## config.mk

```make
export PLATFORM = sky130hd
export DESIGN_NAME = hazard_scoreboard
export DESIGN_NICKNAME = d
export VERILOG_FILES = /design/src/rtl/hazard_scoreboard.sv
export SDC_FILE = /design/constraint.sdc
export NUM_CORES = 1
export LEC_CHECK = 0
export ABC_CLOCK_PERIOD_IN_PS = 3200
export CORE_MARGIN = 3
export CORE_UTILIZATION = 35
export CTS_CLUSTER_DIAMETER = 80
export DETAILED_ROUTE_END_ITERATION = 8
export REMOVE_ABC_BUFFERS = 1
export SYNTH_ARGS = -nofsm -noshare
export SYNTH_HDL_FRONTEND = slang
export SYNTH_SLANG_ARGS = --single-unit
```

## constraint.sdc

```tcl
create_clock -name clk -period 3.2 [get_ports clk]
set_input_delay 0.48 -clock clk [delete_from_list [all_inputs] [get_ports clk]]
set_output_delay 0.48 -clock clk [all_outputs]
set_load 0.1 [all_outputs]
```

## src/rtl/hazard_scoreboard.sv

```systemverilog
// Scoreboard-based ID hazard unit: tracks in-flight GPR writes per stage,
// derives ID stall, rs/rt forwarding selects and a saturating stall counter.
module hazard_scoreboard #(
   parameter int DEPTH = 3,
   parameter int AW    = 5,
   parameter int TW    = 2,
   parameter int SELW  = 2,
   parameter int CW    = 16
) (
   input  logic            clk,
   input  logic            reset,
   input  logic            id_valid,
   input  logic [AW-1:0]   id_rs,
   input  logic [AW-1:0]   id_rt,
   input  logic [TW-1:0]   id_tuse_rs,
   input  logic [TW-1:0]   id_tuse_rt,
   input  logic            id_regwrite,
   input  logic [AW-1:0]   id_a3,
   input  logic [TW-1:0]   id_tnew,
   input  logic            id_is_md,
   input  logic            kill,
   input  logic            md_busy,
   input  logic            md_start,
   output logic            stall,
   output logic [SELW-1:0] fwd_rs_sel,
   output logic [SELW-1:0] fwd_rt_sel,
   output logic [CW-1:0]   stall_cnt
);

   localparam logic [TW-1:0] TINF = '1;

   logic [DEPTH:1]  v_q, v_d;
   logic [AW-1:0]   a3_q [DEPTH:1];
   logic [AW-1:0]   a3_d [DEPTH:1];
   logic [TW-1:0]   tn_q [DEPTH:1];
   logic [TW-1:0]   tn_d [DEPTH:1];
   logic [CW-1:0]   cnt_q, cnt_d;

   logic [SELW-1:0] rs_sel, rt_sel;
   logic [TW-1:0]   rs_tn, rt_tn;
   logic            data_rs, data_rt, md_stall;

   // Scan oldest to youngest so the nearest writer overrides older ones.
   always_comb begin
      rs_sel = '0;
      rt_sel = '0;
      rs_tn  = '0;
      rt_tn  = '0;
      for (int k = DEPTH; k >= 1; k--) begin
         if (v_q[k] && (a3_q[k] == id_rs) && (id_rs != '0)) begin
            rs_sel = SELW'(k);
            rs_tn  = tn_q[k];
         end
         if (v_q[k] && (a3_q[k] == id_rt) && (id_rt != '0)) begin
            rt_sel = SELW'(k);
            rt_tn  = tn_q[k];
         end
      end
   end

   assign data_rs  = (rs_sel != '0) && (id_tuse_rs != TINF)
                     && (rs_tn > id_tuse_rs);
   assign data_rt  = (rt_sel != '0) && (id_tuse_rt != TINF)
                     && (rt_tn > id_tuse_rt);
   assign md_stall = id_is_md & (md_busy | md_start);

   assign stall      = id_valid & ~kill & (data_rs | data_rt | md_stall);
   assign fwd_rs_sel = rs_sel;
   assign fwd_rt_sel = rt_sel;
   assign stall_cnt  = cnt_q;

   always_comb begin
      v_d[1]  = id_valid & id_regwrite & (id_a3 != '0) & ~stall & ~kill;
      a3_d[1] = id_a3;
      tn_d[1] = id_tnew;
      for (int k = 2; k <= DEPTH; k++) begin
         v_d[k]  = v_q[k-1];
         a3_d[k] = a3_q[k-1];
         tn_d[k] = (tn_q[k-1] != '0) ? tn_q[k-1] - TW'(1) : '0;
      end
      cnt_d = (stall && (cnt_q != '1)) ? cnt_q + CW'(1) : cnt_q;
   end

   always_ff @(posedge clk) begin
      if (reset) begin
         v_q   <= '0;
         cnt_q <= '0;
         for (int k = 1; k <= DEPTH; k++) begin
            a3_q[k] <= '0;
            tn_q[k] <= '0;
         end
      end else begin
         v_q   <= v_d;
         cnt_q <= cnt_d;
         for (int k = 1; k <= DEPTH; k++) begin
            a3_q[k] <= a3_d[k];
            tn_q[k] <= tn_d[k];
         end
      end
   end

endmodule

```

==> results_dict.tcl, run 1 <==
set metrics [dict create \
    path_clk_slew_ns 0.08 \
    synth_most_common_cell "dfxtp_1" \
    dpl.hpwl_um 4250 \
    ys_top_cells_by_area "dfxtp_1 36%, nor2b_1 8.4%, xnor2_1 7.0%" \
    rows 28 \
    grt_pass1_wl_um 9960 \
    nNetsFinal 378 \
    violations "setup timing" \
    place.gp.congestion 0.832 \
    synthArstFlopShare_pct 0 \
    dr.pass1.iters 5 \
    cts_htree_levels 2 \
    worst_setup_path_end_kind "output port" \
    finalCriticalPeriod_ns 3.59 \
    ff2ff_path_depth 15 \
    clock_latency_ns 0.30 \
    synth_edf_count 0 \
    cts_root_buf "clkbuf_8" \
    netlist.area_leader.share_pct 35.8 \
    finalHoldViolCount 0 \
    coreArea_um2 6060 \
    fp.dieW_um 86.0 \
    via_per_inst 5.11 \
    die-height_um 86.0 \
    cp_max_fo 3 \
    hold_start "tn_q[0][2]" \
    route.detailed.drc 0 \
    fin_tns_setup_ns -4.28 \
    cts.sinks 40 \
    ys_types 45 \
    syn2layout_area_growth_pct 63.5 \
    fmax_mhz 279 \
    arrival_ns 3.11 \
    port_buffers 49 \
    reg2reg_slack_ns -0.28 \
    instances_no_fill 418 \
    postRouteAntennaNets 0 \
    hold_path_end "tn_q[0][4]" \
    drt-initial-drc-count 85 \
    whs_path_depth 1 \
    dp_cells 396 \
    syn_inst 246 \
    place_area_um2 3050 \
    r2r_end "stall_cnt[11]" \
    cts_buffers 5 \
    relSlewSlack_pct 19.8 \
    worst_pin_slew_ns 1.20 \
    drv_cap 0 \
    diodes 0 \
    power_mw 1.14 \
    yosys_register_bits 40 \
    finalSetupViolations 18 \
    vias 2134 \
    yosysSeqAreaShare_pct 35.8 \
    wl_um 6170 \
    grt_antenna_before_repair 0 \
    syn_area_um2 2240 \
    skew_ns 0.00656 \
    critPathKind "in2out" \
    num_io_pins 50 \
    postCtsHoldBufs 0 \
    synth_commonest_cells "40 x dfxtp_1, 30 x nor2b_1, 18 x xnor2_1" \
    powerDensity_nw_per_um2 310 \
    cts_tree "yes" \
    fin_crit_sh_pct 112 \
    r2r-start "a3_q[0][12]" \
    irDropWorstVdd_uv 166 \
    hp-class "reg2reg" \
    first_global_vias 2080 \
    synth.largest_area_cell "dfxtp_1" \
    grt_max_degree 24 \
    p_leak_nw 1.46 \
    setup_slack_ns -0.387 \
    die_area_um2 7400 \
    wl_per_cell_um 14.8 \
    syn-mean-instance-area_um2 9.10 \
    design_area_um2 3660 \
    rsz0062_at_grt "true" \
    worstSetupStartpointType "primary input" \
    fillers 508 \
    status "complete, but fails checks" \
    start_util_pct 37.0 \
    cp_data_required_time_ns 2.72 \
    drive_above_1_share_pct 42.3 \
    hold_slack_ns 0.447 \
    cts_max_path_buffers 2 \
    yosysWarnings 0 \
    grt-ovfl-total 0 \
    grtUsageTotal_pct 16.7 \
    ys.flop_type "dfxtp_1" \
    slew_violations 0 \
]
-- timing repair --
item,CTS,global route
buffers inserted,13,4
cloned,0,0
resized for setup,115,16
setup endpoints to repair,18,18
pin swaps,42,19
-- metal layers --
metal / track usage, % / up-vias / share of wire [%]
met2: 26.8 / 53 / 47
met5: 0 / - / 0
met3: 3.36 / 7 / 4.0
met4: 5.04 / 0 / 1.3
li1: - / 1070 / -
met1: 22.7 / 1004 / 48
-- cell type report --
type	count	area (µm²)	area share (%)
Tap cell	75	93.8	2.56
Clock inverter	2	35.0	0.957
Timing Repair Buffer	98	917	25.0
Inverter	11	41.3	1.13
Sequential cell	40	807	22.0
Clock buffer	6	72.6	1.98
Multi-Input combinational cell	186	1700	46.3
-- layout by cell type (no fill, tap or decap), types with 4 or more instances in the layout --
master | synthesis | final
buf_4 | 0 | 53
dfxtp_1 | 40 | 35
nor2b_1 | 30 | 28
clkdlybuf4s50_1 | 0 | 18
buf_6 | 1 | 16
nor2_1 | 15 | 13
xor2_1 | 12 | 12
inv_1 | 11 | 10
nand4_1 | 10 | 10
xnor2_1 | 18 | 9
xnor2_2 | 0 | 9
mux2_4 | 5 | 8
ha_1 | 7 | 7
a21oi_1 | 9 | 6
buf_12 | 0 | 6
nor4_4 | 0 | 5
nand2_1 | 5 | 5
and3_1 | 5 | 5
nand3_1 | 5 | 5
dfxtp_2 | 0 | 5
clkbuf_8 | 0 | 5
nor3_4 | 0 | 4
or4_1 | 7 | 4
nor3_1 | 7 | 4
-- through the flow --
step / utilization (%) / worst slack (ns)
6_report: 60.4 / -0.387
5_1_grt: 60.4 / -0.459
4_1_cts: 59.1 / -0.335
3_5_place_dp: 50.4 / -0.947
3_3_place_gp: 50.4 / -0.949
2_1_floorplan: - / -0.576
-- power by group --
group          switching (mW)  internal, mW
clock                   0.185         0.232
combinational          0.0879         0.108
sequential             0.0133         0.511
-- state kept, by name, summed over array words and instances (netlist names) --
name / cells
a3_q: 15
tn_q: 6
stall_cnt: 16
v_q: 3
-- critical path: stages --
cell	delay, ns
buf_8	0.10
or4_4	0.54
nor2_4	0.17
nor4_4	0.09
buf_4	0.14
a22o_1	0.23
a21oi_2	0.13
ha_1	0.24
a221o_1	0.32
buf_6	0.13
o21ai_4	0.17
o31ai_4	0.10
inv_2	0.08
buf_12	0.17
-- kinds of logic after synthesis --
group | synth area share [%]
AO/OA/AOI/OAI | 11.4
XOR/XNOR | 11.7
adder cells (fa/ha/maj) | 3.91
buffers and inverters | 3.74
flip-flops | 35.8
multiplexers | 5.31
AND/OR/NAND/NOR | 28.2
-- how the worst max path moves through the flow --
| stage | depth (start not counted) | start | slack [ns] | end |
|---|---|---|---|---|
| finish | 14 | id_rs[3] | -0.39 | stall |
| detailed placement | 15 | id_rt[0] | -0.95 | stall_cnt[11] |
| global route | 14 | id_rt[3] | -0.46 | stall |
| global placement | 15 | id_rt[0] | -0.95 | stall_cnt[3] |
| CTS | 14 | id_rs[3] | -0.33 | stall |
| floorplan | 11 | id_rs[0] | -0.58 | stall |
Note: power is estimated with default switching activity, not from simulation.
==> run 2, diff against run 1 <==
CORE_MARGIN = 2   (was 3)
==> results_dict.tcl, run 2 (synthesis results as in run 1) <==
set metrics [dict create \
    status "complete, but fails checks" \
    violations "setup timing" \
    p_leak_nw 1.40 \
    grt_antenna_before_repair 0 \
    dpl.hpwl_um 4190 \
    slew_violations 0 \
    slowest_stage "or4_4" \
    critPathKind "in2reg" \
    r2r_end "stall_cnt[0]" \
    cts_htree_levels 2 \
    fmax_mhz 279 \
    worst_setup_path_end_kind "flip-flop" \
    r2r-start "a3_q[0][8]" \
    finalSetupViolations 18 \
    cts_max_path_buffers 2 \
    wl_per_cell_um 14.3 \
    first_global_vias 2024 \
    grt_pass1_wl_um 9750 \
    start_util_pct 35.7 \
    diodes 0 \
    postCtsHoldBufs 0 \
    final_cell_mix "56 x buf_4, 40 x dfxtp_1, 28 x nor2b_1" \
    cp_top_family "simple AND/OR/NAND/NOR gates" \
    hp-class "reg2reg" \
    fin_crit_sh_pct 112 \
    skew_ns 0.00990 \
    postRouteAntennaNets 0 \
    path_clk_slew_ns 0.08 \
    drive_above_1_share_pct 39.1 \
    num_io_pins 50 \
    arrival_ns 3.76 \
    fillers 531 \
    syn2layout_area_growth_pct 60.1 \
    relSlewSlack_pct 24.3 \
    final_common_cell "buf_4" \
    fp.dieW_um 84.0 \
    place_area_um2 3060 \
    dr.pass1.iters 4 \
    die_area_um2 7060 \
    irDropWorstVdd_uv 219 \
    clock_latency_ns 0.29 \
    place.gp.congestion 0.855 \
    worst_pin_slew_ns 1.14 \
    reg2reg_slack_ns -0.26 \
    whs_path_depth 1 \
    largest_reg_flops 16 \
    grt-ovfl-total 0 \
    critPathMaxStageDelay_ns 0.54 \
    crit_buf_inv 6 \
    cts_buffers 5 \
    worstSetupStartpointType "primary input" \
    rows 29 \
    cp_max_fo 5 \
    route.detailed.drc 0 \
    coreArea_um2 6280 \
    nNetsFinal 376 \
    cp_data_required_time_ns 3.37 \
    hold_path_end "tn_q[0][4]" \
    drv_cap 0 \
    cts_tree "yes" \
    hold_start "tn_q[0][2]" \
    cts.sinks 40 \
    ff2ff_path_depth 16 \
    die-height_um 84.0 \
    powerDensity_nw_per_um2 287 \
    setup_slack_ns -0.384 \
    drt-initial-drc-count 94 \
    fin_tns_setup_ns -4.76 \
    via_per_inst 5.05 \
    finalHoldViolCount 0 \
    grtUsageTotal_pct 16.9 \
    grt_max_degree 25 \
    rsz0062_at_grt "true" \
    port_buffers 49 \
    wl_um 5950 \
    crit_start "id_rs[3]" \
    crit_chain "buf_8, or4_4, nor2_4, nor4_4, nor2b_4, a22o_1, a21oi_2, ha_4, a221o_1, buf_6, o21ai_4, o31ai_4, buf_4, buf_6, buf_16, buf_12, nor2_4, mux2_4" \
    vias 2106 \
    cts_root_buf "clkbuf_8" \
    finalCriticalPeriod_ns 3.58 \
    design_area_um2 3590 \
]
## run 2: changes by cell type in the layout (fill, tap and decap cells not counted), moves of 2 or more
cell and delta:
dfxtp_1 +5, a21oi_2 +2, xnor2_2 -5, a21oi_1 -2, dfxtp_2 -5, buf_4 +3, o31ai_1 +2, buf_6 -8
xnor2_1 +5, o31ai_2 -2
## run 2: layout make-up
type,instances,area [µm²],share of cell area [%]
Tap cell,77,96.3,2.69
Sequential cell,40,801,22.3
Clock inverter,1,5.00,0.140
Multi-Input combinational cell,186,1680,46.8
Inverter,11,41.3,1.15
Clock buffer,6,72.6,2.02
Timing Repair Buffer,96,893,24.9
## run 2: stage by stage
stage	power, mW	instances	util [%]	setup WS, ns	hold WS (ns)
global route	1.07	417	57.1	-0.513	0.466
detailed placement	0.693	397	48.8	-0.971	0.436
global placement	0.692	397	48.8	-0.895	0.417
floorplan	0.598	237	-	-0.576	0.396
finish	1.03	417	57.1	-0.384	0.443
CTS	1.03	413	55.1	-0.383	0.452
## run 2: worst max-delay path by stage
| stage | end | slack [ns] | depth (start not counted) |
|---|---|---|---|
| floorplan | stall | -0.58 | 11 |
| global placement | stall_cnt[5] | -0.90 | 15 |
| detailed placement | stall_cnt[4] | -0.97 | 15 |
| CTS | stall | -0.38 | 14 |
| global route | stall_cnt[4] | -0.51 | 17 |
| finish | stall_cnt[0] | -0.38 | 18 |
## run 2: where the power goes
group	total, mW	switching, mW	internal (mW)
Combinational	0.189	0.0862	0.102
Clock	0.316	0.168	0.148
Sequential	0.524	0.0132	0.511
Total	1.03	0.267	0.762
## run 2: routing by layer
metal | wire (µm) | track usage, % | up-vias | part of all wire, %
li1 | - | - | 1062 | -
met2 | 2620 | 25.5 | 49 | 44
met4 | 105 | 4.69 | 0 | 1.8
met5 | 0 | 0 | - | 0
met1 | 2890 | 23.6 | 985 | 49
met3 | 343 | 4.55 | 10 | 5.8
## run 2: what timing repair did
| item | in CTS | in global routing |
|---|---|---|
| setup buffers | 8 | 5 |
| pin swaps | 37 | 24 |
| hold endpoints to repair | 0 | 0 |
| setup endpoints to repair | 18 | 18 |
| gates cloned | 1 | 0 |
| gates resized for setup | 91 | 17 |
